## config.mk

```make
export PLATFORM = sky130hd
export DESIGN_NAME = shift_sequencer
export DESIGN_NICKNAME = d
export VERILOG_FILES = /design/src/rtl/shift_sequencer_pkg.sv /design/src/rtl/shift_stage.sv /design/src/rtl/shift_sequencer.sv
export SDC_FILE = /design/constraint.sdc
export NUM_CORES = 1
export LEC_CHECK = 0
export ABC_AREA = 1
export ABC_CLOCK_PERIOD_IN_PS = 3500
export CAP_MARGIN = 30
export CORE_UTILIZATION = 52
export CTS_BUF_LIST = sky130_fd_sc_hd__clkbuf_8
export DETAILED_ROUTE_END_ITERATION = 10
export PLACE_DENSITY = 0.79
export SLEW_MARGIN = 20
export SYNTH_ARGS = -nofsm -noshare
export SYNTH_HDL_FRONTEND = slang
export SYNTH_SLANG_ARGS = --single-unit
export TNS_END_PERCENT = 30
```

## constraint.sdc

```tcl
create_clock -name clock -period 3.5 [get_ports clock]
set_input_delay 0.35 -clock clock [delete_from_list [all_inputs] [get_ports clock]]
set_output_delay 0.35 -clock clock [all_outputs]
set_load 0.01 [all_outputs]
```

## src/rtl/shift_sequencer_pkg.sv

```systemverilog
// rtl/shift_sequencer_pkg.sv - shared shift op, state encodings and widths
package shift_sequencer_pkg;

  localparam int SHAMT_W = 5;
  localparam int IDX_W   = 3;

  localparam logic [IDX_W-1:0] IDX_TOP = 3'd4;

  typedef enum logic [1:0] {
    SHIFT_SLL     = 2'b00,
    SHIFT_SRL     = 2'b01,
    SHIFT_SRA     = 2'b10,
    SHIFT_ILLEGAL = 2'b11
  } shift_op_e;

  typedef enum logic [1:0] {
    IDLE  = 2'd0,
    SHIFT = 2'd1,
    DONE  = 2'd2
  } state_e;

endpackage

```

## src/rtl/shift_stage.sv

```systemverilog
// rtl/shift_stage.sv - one power-of-two shift stage, shared across all cycles
module shift_stage
  import shift_sequencer_pkg::*;
#(
  parameter int WIDTH = 32
) (
  input  logic [WIDTH-1:0] data_i,
  input  logic [IDX_W-1:0] idx_i,
  input  logic             enable_i,
  input  shift_op_e        op_i,
  output logic [WIDTH-1:0] data_o
);

  logic [5:0] amt;

  assign amt = 6'd1 << idx_i;

  always_comb begin
    data_o = data_i;
    if (enable_i) begin
      case (op_i)
        SHIFT_SLL: data_o = data_i << amt;
        SHIFT_SRL: data_o = data_i >> amt;
        SHIFT_SRA: data_o = $signed(data_i) >>> amt;
        default:   data_o = data_i;
      endcase
    end
  end

endmodule

```

## src/rtl/shift_sequencer.sv

```systemverilog
// rtl/shift_sequencer.sv - multi-cycle shift controller, one stage per cycle MSB first
module shift_sequencer
  import shift_sequencer_pkg::*;
#(
  parameter bit EARLY_EXIT = 1'b0,
  parameter int WIDTH      = 32
) (
  input  logic               clock,
  input  logic               reset_n,
  input  logic               in_valid,
  output logic               in_ready,
  input  logic [WIDTH-1:0]   in_data,
  input  logic [SHAMT_W-1:0] in_shamt,
  input  logic [1:0]         in_op,
  output logic               out_valid,
  input  logic               out_ready,
  output logic [WIDTH-1:0]   out_data,
  output logic               out_err,
  output logic               busy
);

  state_e             state_q, state_d;
  logic [IDX_W-1:0]   idx_q, idx_d;
  logic [SHAMT_W-1:0] shamt_q, shamt_d;
  shift_op_e          op_q, op_d;
  logic [WIDTH-1:0]   data_q, data_d;
  logic [WIDTH-1:0]   out_data_q, out_data_d;
  logic               out_err_q, out_err_d;

  logic               accept;
  logic               in_illegal;
  logic               in_skip;
  logic               shift_last;
  logic [SHAMT_W-1:0] low_mask;
  logic [WIDTH-1:0]   stage_out;

  assign accept     = in_valid && (state_q == IDLE);
  assign in_illegal = (in_op == SHIFT_ILLEGAL);
  assign in_skip    = in_illegal || (EARLY_EXIT && (in_shamt == '0));
  assign low_mask   = (SHAMT_W'(1) << idx_q) - SHAMT_W'(1);
  assign shift_last = (idx_q == '0) || (EARLY_EXIT && ((shamt_q & low_mask) == '0));

  shift_stage #(.WIDTH(WIDTH)) u_stage (
    .data_i   (data_q),
    .idx_i    (idx_q),
    .enable_i (shamt_q[idx_q]),
    .op_i     (op_q),
    .data_o   (stage_out)
  );

  always_ff @(posedge clock or negedge reset_n) begin
    if (!reset_n) begin
      state_q <= IDLE;
    end else begin
      state_q <= state_d;
    end
  end

  always_comb begin
    state_d = state_q;
    case (state_q)
      IDLE:    if (accept) state_d = in_skip ? DONE : SHIFT;
      SHIFT:   if (shift_last) state_d = DONE;
      DONE:    if (out_ready) state_d = IDLE;
      default: state_d = IDLE;
    endcase
  end

  always_comb begin
    in_ready  = (state_q == IDLE);
    out_valid = (state_q == DONE);
    busy      = (state_q != IDLE);
    out_data  = out_data_q;
    out_err   = out_err_q;
  end

  // Result registers only load on entry to DONE so they hold steady in IDLE/SHIFT.
  always_comb begin
    idx_d      = idx_q;
    shamt_d    = shamt_q;
    op_d       = op_q;
    data_d     = data_q;
    out_data_d = out_data_q;
    out_err_d  = out_err_q;
    if (state_q == IDLE && accept) begin
      idx_d   = IDX_TOP;
      shamt_d = in_shamt;
      op_d    = shift_op_e'(in_op);
      data_d  = in_data;
      if (in_skip) begin
        out_data_d = in_data;
        out_err_d  = in_illegal;
      end
    end else if (state_q == SHIFT) begin
      data_d = stage_out;
      if (shift_last) begin
        out_data_d = stage_out;
        out_err_d  = 1'b0;
      end else begin
        idx_d = idx_q - IDX_W'(1);
      end
    end
  end

  always_ff @(posedge clock or negedge reset_n) begin
    if (!reset_n) begin
      idx_q      <= IDX_TOP;
      shamt_q    <= '0;
      op_q       <= SHIFT_SLL;
      data_q     <= '0;
      out_data_q <= '0;
      out_err_q  <= 1'b0;
    end else begin
      idx_q      <= idx_d;
      shamt_q    <= shamt_d;
      op_q       <= op_d;
      data_q     <= data_d;
      out_data_q <= out_data_d;
      out_err_q  <= out_err_d;
    end
  end

endmodule

```

==> flow_metrics.tcl <==
set metrics [dict create \
    status "finished clean" \
    placed_cells 1539 \
    syn_nets 1381 \
    dr.pass1.iters 6 \
    post-route-util 0.612 \
    core-area_um2 13900 \
    hold-worst-slack_ns 0.0123 \
    cts_tree "built" \
    critical_path_class "flip-flop to flip-flop" \
    drive_gt1_frac 0.0459 \
    routed_wl_um 30300 \
    cts_sinks 77 \
    netlist_instances 1333 \
    holdBufCountCts 0 \
    yosysTopAreaCell "nand2_1" \
    drt_iter0_drc 1392 \
    boundaryPins 79 \
    post_cts_buffers 0 \
    fp.dieH_um 122 \
    power_per_cell_area_nw_per_um2 1240 \
    leakagePower_nw 4.47 \
    avgSynthCellArea_um2 5.60 \
    syn_area_um2 7460 \
    synth_top_area_share 0.314 \
    maxSlewViolCount 0 \
    yosys_warnings 0 \
    cts_buffers 9 \
    fmax_mhz 318 \
    synth-seq-cells 77 \
    start_util 0.535 \
    rsz0062_at_grt "no" \
    gp_congestion 1.07 \
    chipWidth_um 122 \
    area_delta_synth_final_pct 14.4 \
    cts_resized 0 \
    setup_slack_ns 0.356 \
    grt_max_degree 68 \
    clockBufferDepth 2 \
    wl_per_cell_um 19.5 \
    finalCritPeriodShare 0.898 \
    finalSetupTns_ns 0 \
    finalWorstPathRequiredPeriod_ns 3.14 \
    routed_via_density 6.14 \
    crit_path_end_kind "flip-flop" \
    crit_fanout 25 \
    grtUsageTotal 0.418 \
    dp_hpwl_um 22600 \
    place_area_um2 8320 \
    drc 0 \
    seq_area_um2 1930 \
    power_mw 10.6 \
    finClkSkew_ns 0.0130 \
    clk_latency_ns 0.38 \
    multiInputGateArea_um2 4850 \
    antenna_found_initial 0 \
    crit_path_start_kind "flip-flop" \
    htree_levels 3 \
    antenna_cells 0 \
    setup_viol 0 \
    m1WireLength_um 12600 \
    maxUsedRoutingLayer "met4" \
    port_buffers 78 \
    hold_viol 0 \
    worstMarginPinSlew_ns 0.747 \
    grt_pass1_wl_um 46500 \
    clk_pin_slew_worst_paths_ns 0.09 \
    fin_cells 1554 \
    dr_wl_met3_um 3920 \
    root_buffer "clkbuf_8" \
    maxCapViolCount 0 \
    async_flop_share 1.00 \
    synth_edf_count 0 \
    num_rows 43 \
    routed-via-count 9535 \
    fillCellCount 1421 \
    required_ns 3.76 \
    first_global_vias 8399 \
    grt_overflow_total 0 \
    fin_area_um2 8530 \
    ys_seq_area_frac 0.259 \
    ant_nets 0 \
    place_ws_ns 0.541 \
    yosysUniqueCellTypes 38 \
    ir_worst_vdd_v 0.000581 \
    arrival_ns 3.41 \
    max_slew_margin 0.502 \
    dr_wl_met2_um 12500 \
    final_nets 1418 \
    dieArea_um2 14800 \
    synth-main-ff-cell "dfrtp_1" \
    hold_path_class "input pin to asynchronous set/reset pin" \
    synth.area.top_cells "nand2_1, dfrtp_1, nand3_1, a21oi_1, inv_1" \
]
==> power breakdown <==
group	switching (mW)	internal (mW)	leakage (nW)
sequential	0.304	1.32	0.967
clock	0.353	0.397	0.101
combinational	5.74	2.47	3.40
total	6.40	4.19	4.47
==> flip-flops by register name, indices dropped and copies added (netlist names) <==
register and flops:
data_q 32, out_data 32, shamt_q 5, idx_q 3
op_q 2, state_q 2, out_err 1
==> synth_stat cells, types with 2 or more instances <==
master and number:
o31ai_1 2, o21ai_0 33, nand2_2 4, nand3b_1 6, ha_1 5, buf_4 8
a21oi_1 67, dfrtp_1 76, nor2_1 32, clkinv_1 2, o21ai_1 24, clkbuf_1 21
nand4_1 5, o21ai_2 2, nand2_1 623, buf_6 5, nand3_1 273, o211ai_1 4
inv_2 7, a31oi_1 3, inv_1 73, nor3_1 2, buf_1 12, buf_2 26
nor2_2 5
==> area by class of cell <==
class / count / area share
tap: 180 / 0.0264
clock inverter: 6 / 0.0104
inverter: 83 / 0.0368
clock buffer: 9 / 0.0145
timing repair buffer: 98 / 0.117
multi-input combinational: 1101 / 0.569
sequential: 77 / 0.226
==> layer usage <==
metal	up-vias	GRT usage
li1	4411	-
met1	4311	0.592
met2	698	0.587
met3	115	0.107
met4	0	0.198
met5	-	0
==> cell families (layout without fill, tap and decap cells) <==
kind of cell / after synthesis / in the layout / share of synthesized area
and+or+nand+nor: 956 / 956 / 0.540
buffers and inverters: 155 / 196 / 0.0918
AOI/OAI and AO/OA: 140 / 140 / 0.101
DFF: 77 / 77 / 0.259
adders and majority gates: 5 / 5 / 0.00839
==> cell usage in the layout, fill, tap and decap left out, types with 9 or more instances in the layout <==
master and count:
clkbuf_8 9, dfrtp_1 76, nor2_1 31, o21ai_1 24, buf_4 16, nand2_1 623
inv_1 73, clkdlybuf4s50_1 77, o21ai_0 33, nand3_1 273, a21oi_1 67
==> final timing paths <==
check | cells past startpoint | end | slack [ns] | from
hold reg to reg | 2 | shamt_q[1] | 0.48 | shamt_q[1]
max in group asynchronous | 2 | idx_q[2] | 2.64 | reset_n
setup / recovery | 17 | data_q[24] | 0.36 | idx_q[0]
setup reg to reg | 17 | data_q[24] | 0.36 | idx_q[0]
hold / removal | 1 | data_q[3] | 0.01 | reset_n
min in group clock | 2 | shamt_q[1] | 0.48 | shamt_q[1]
==> worst max-delay path: stages (launching register included) <==
cell     delay (ns)
dfrtp_1        0.43
inv_1          0.21
ha_1           0.22
inv_2          0.05
nor2_4         0.54
nand2_1        0.27
nand2_1        0.13
inv_1          0.06
nand2_1        0.07
nand3_1        0.07
nand2_1        0.12
nand2_1        0.07
nand3_1        0.10
o21ai_0        0.09
o21ai_1        0.34
nand2_1        0.12
nand2_1        0.08
nand2_1        0.06
(Power assumes the default switching activity.)
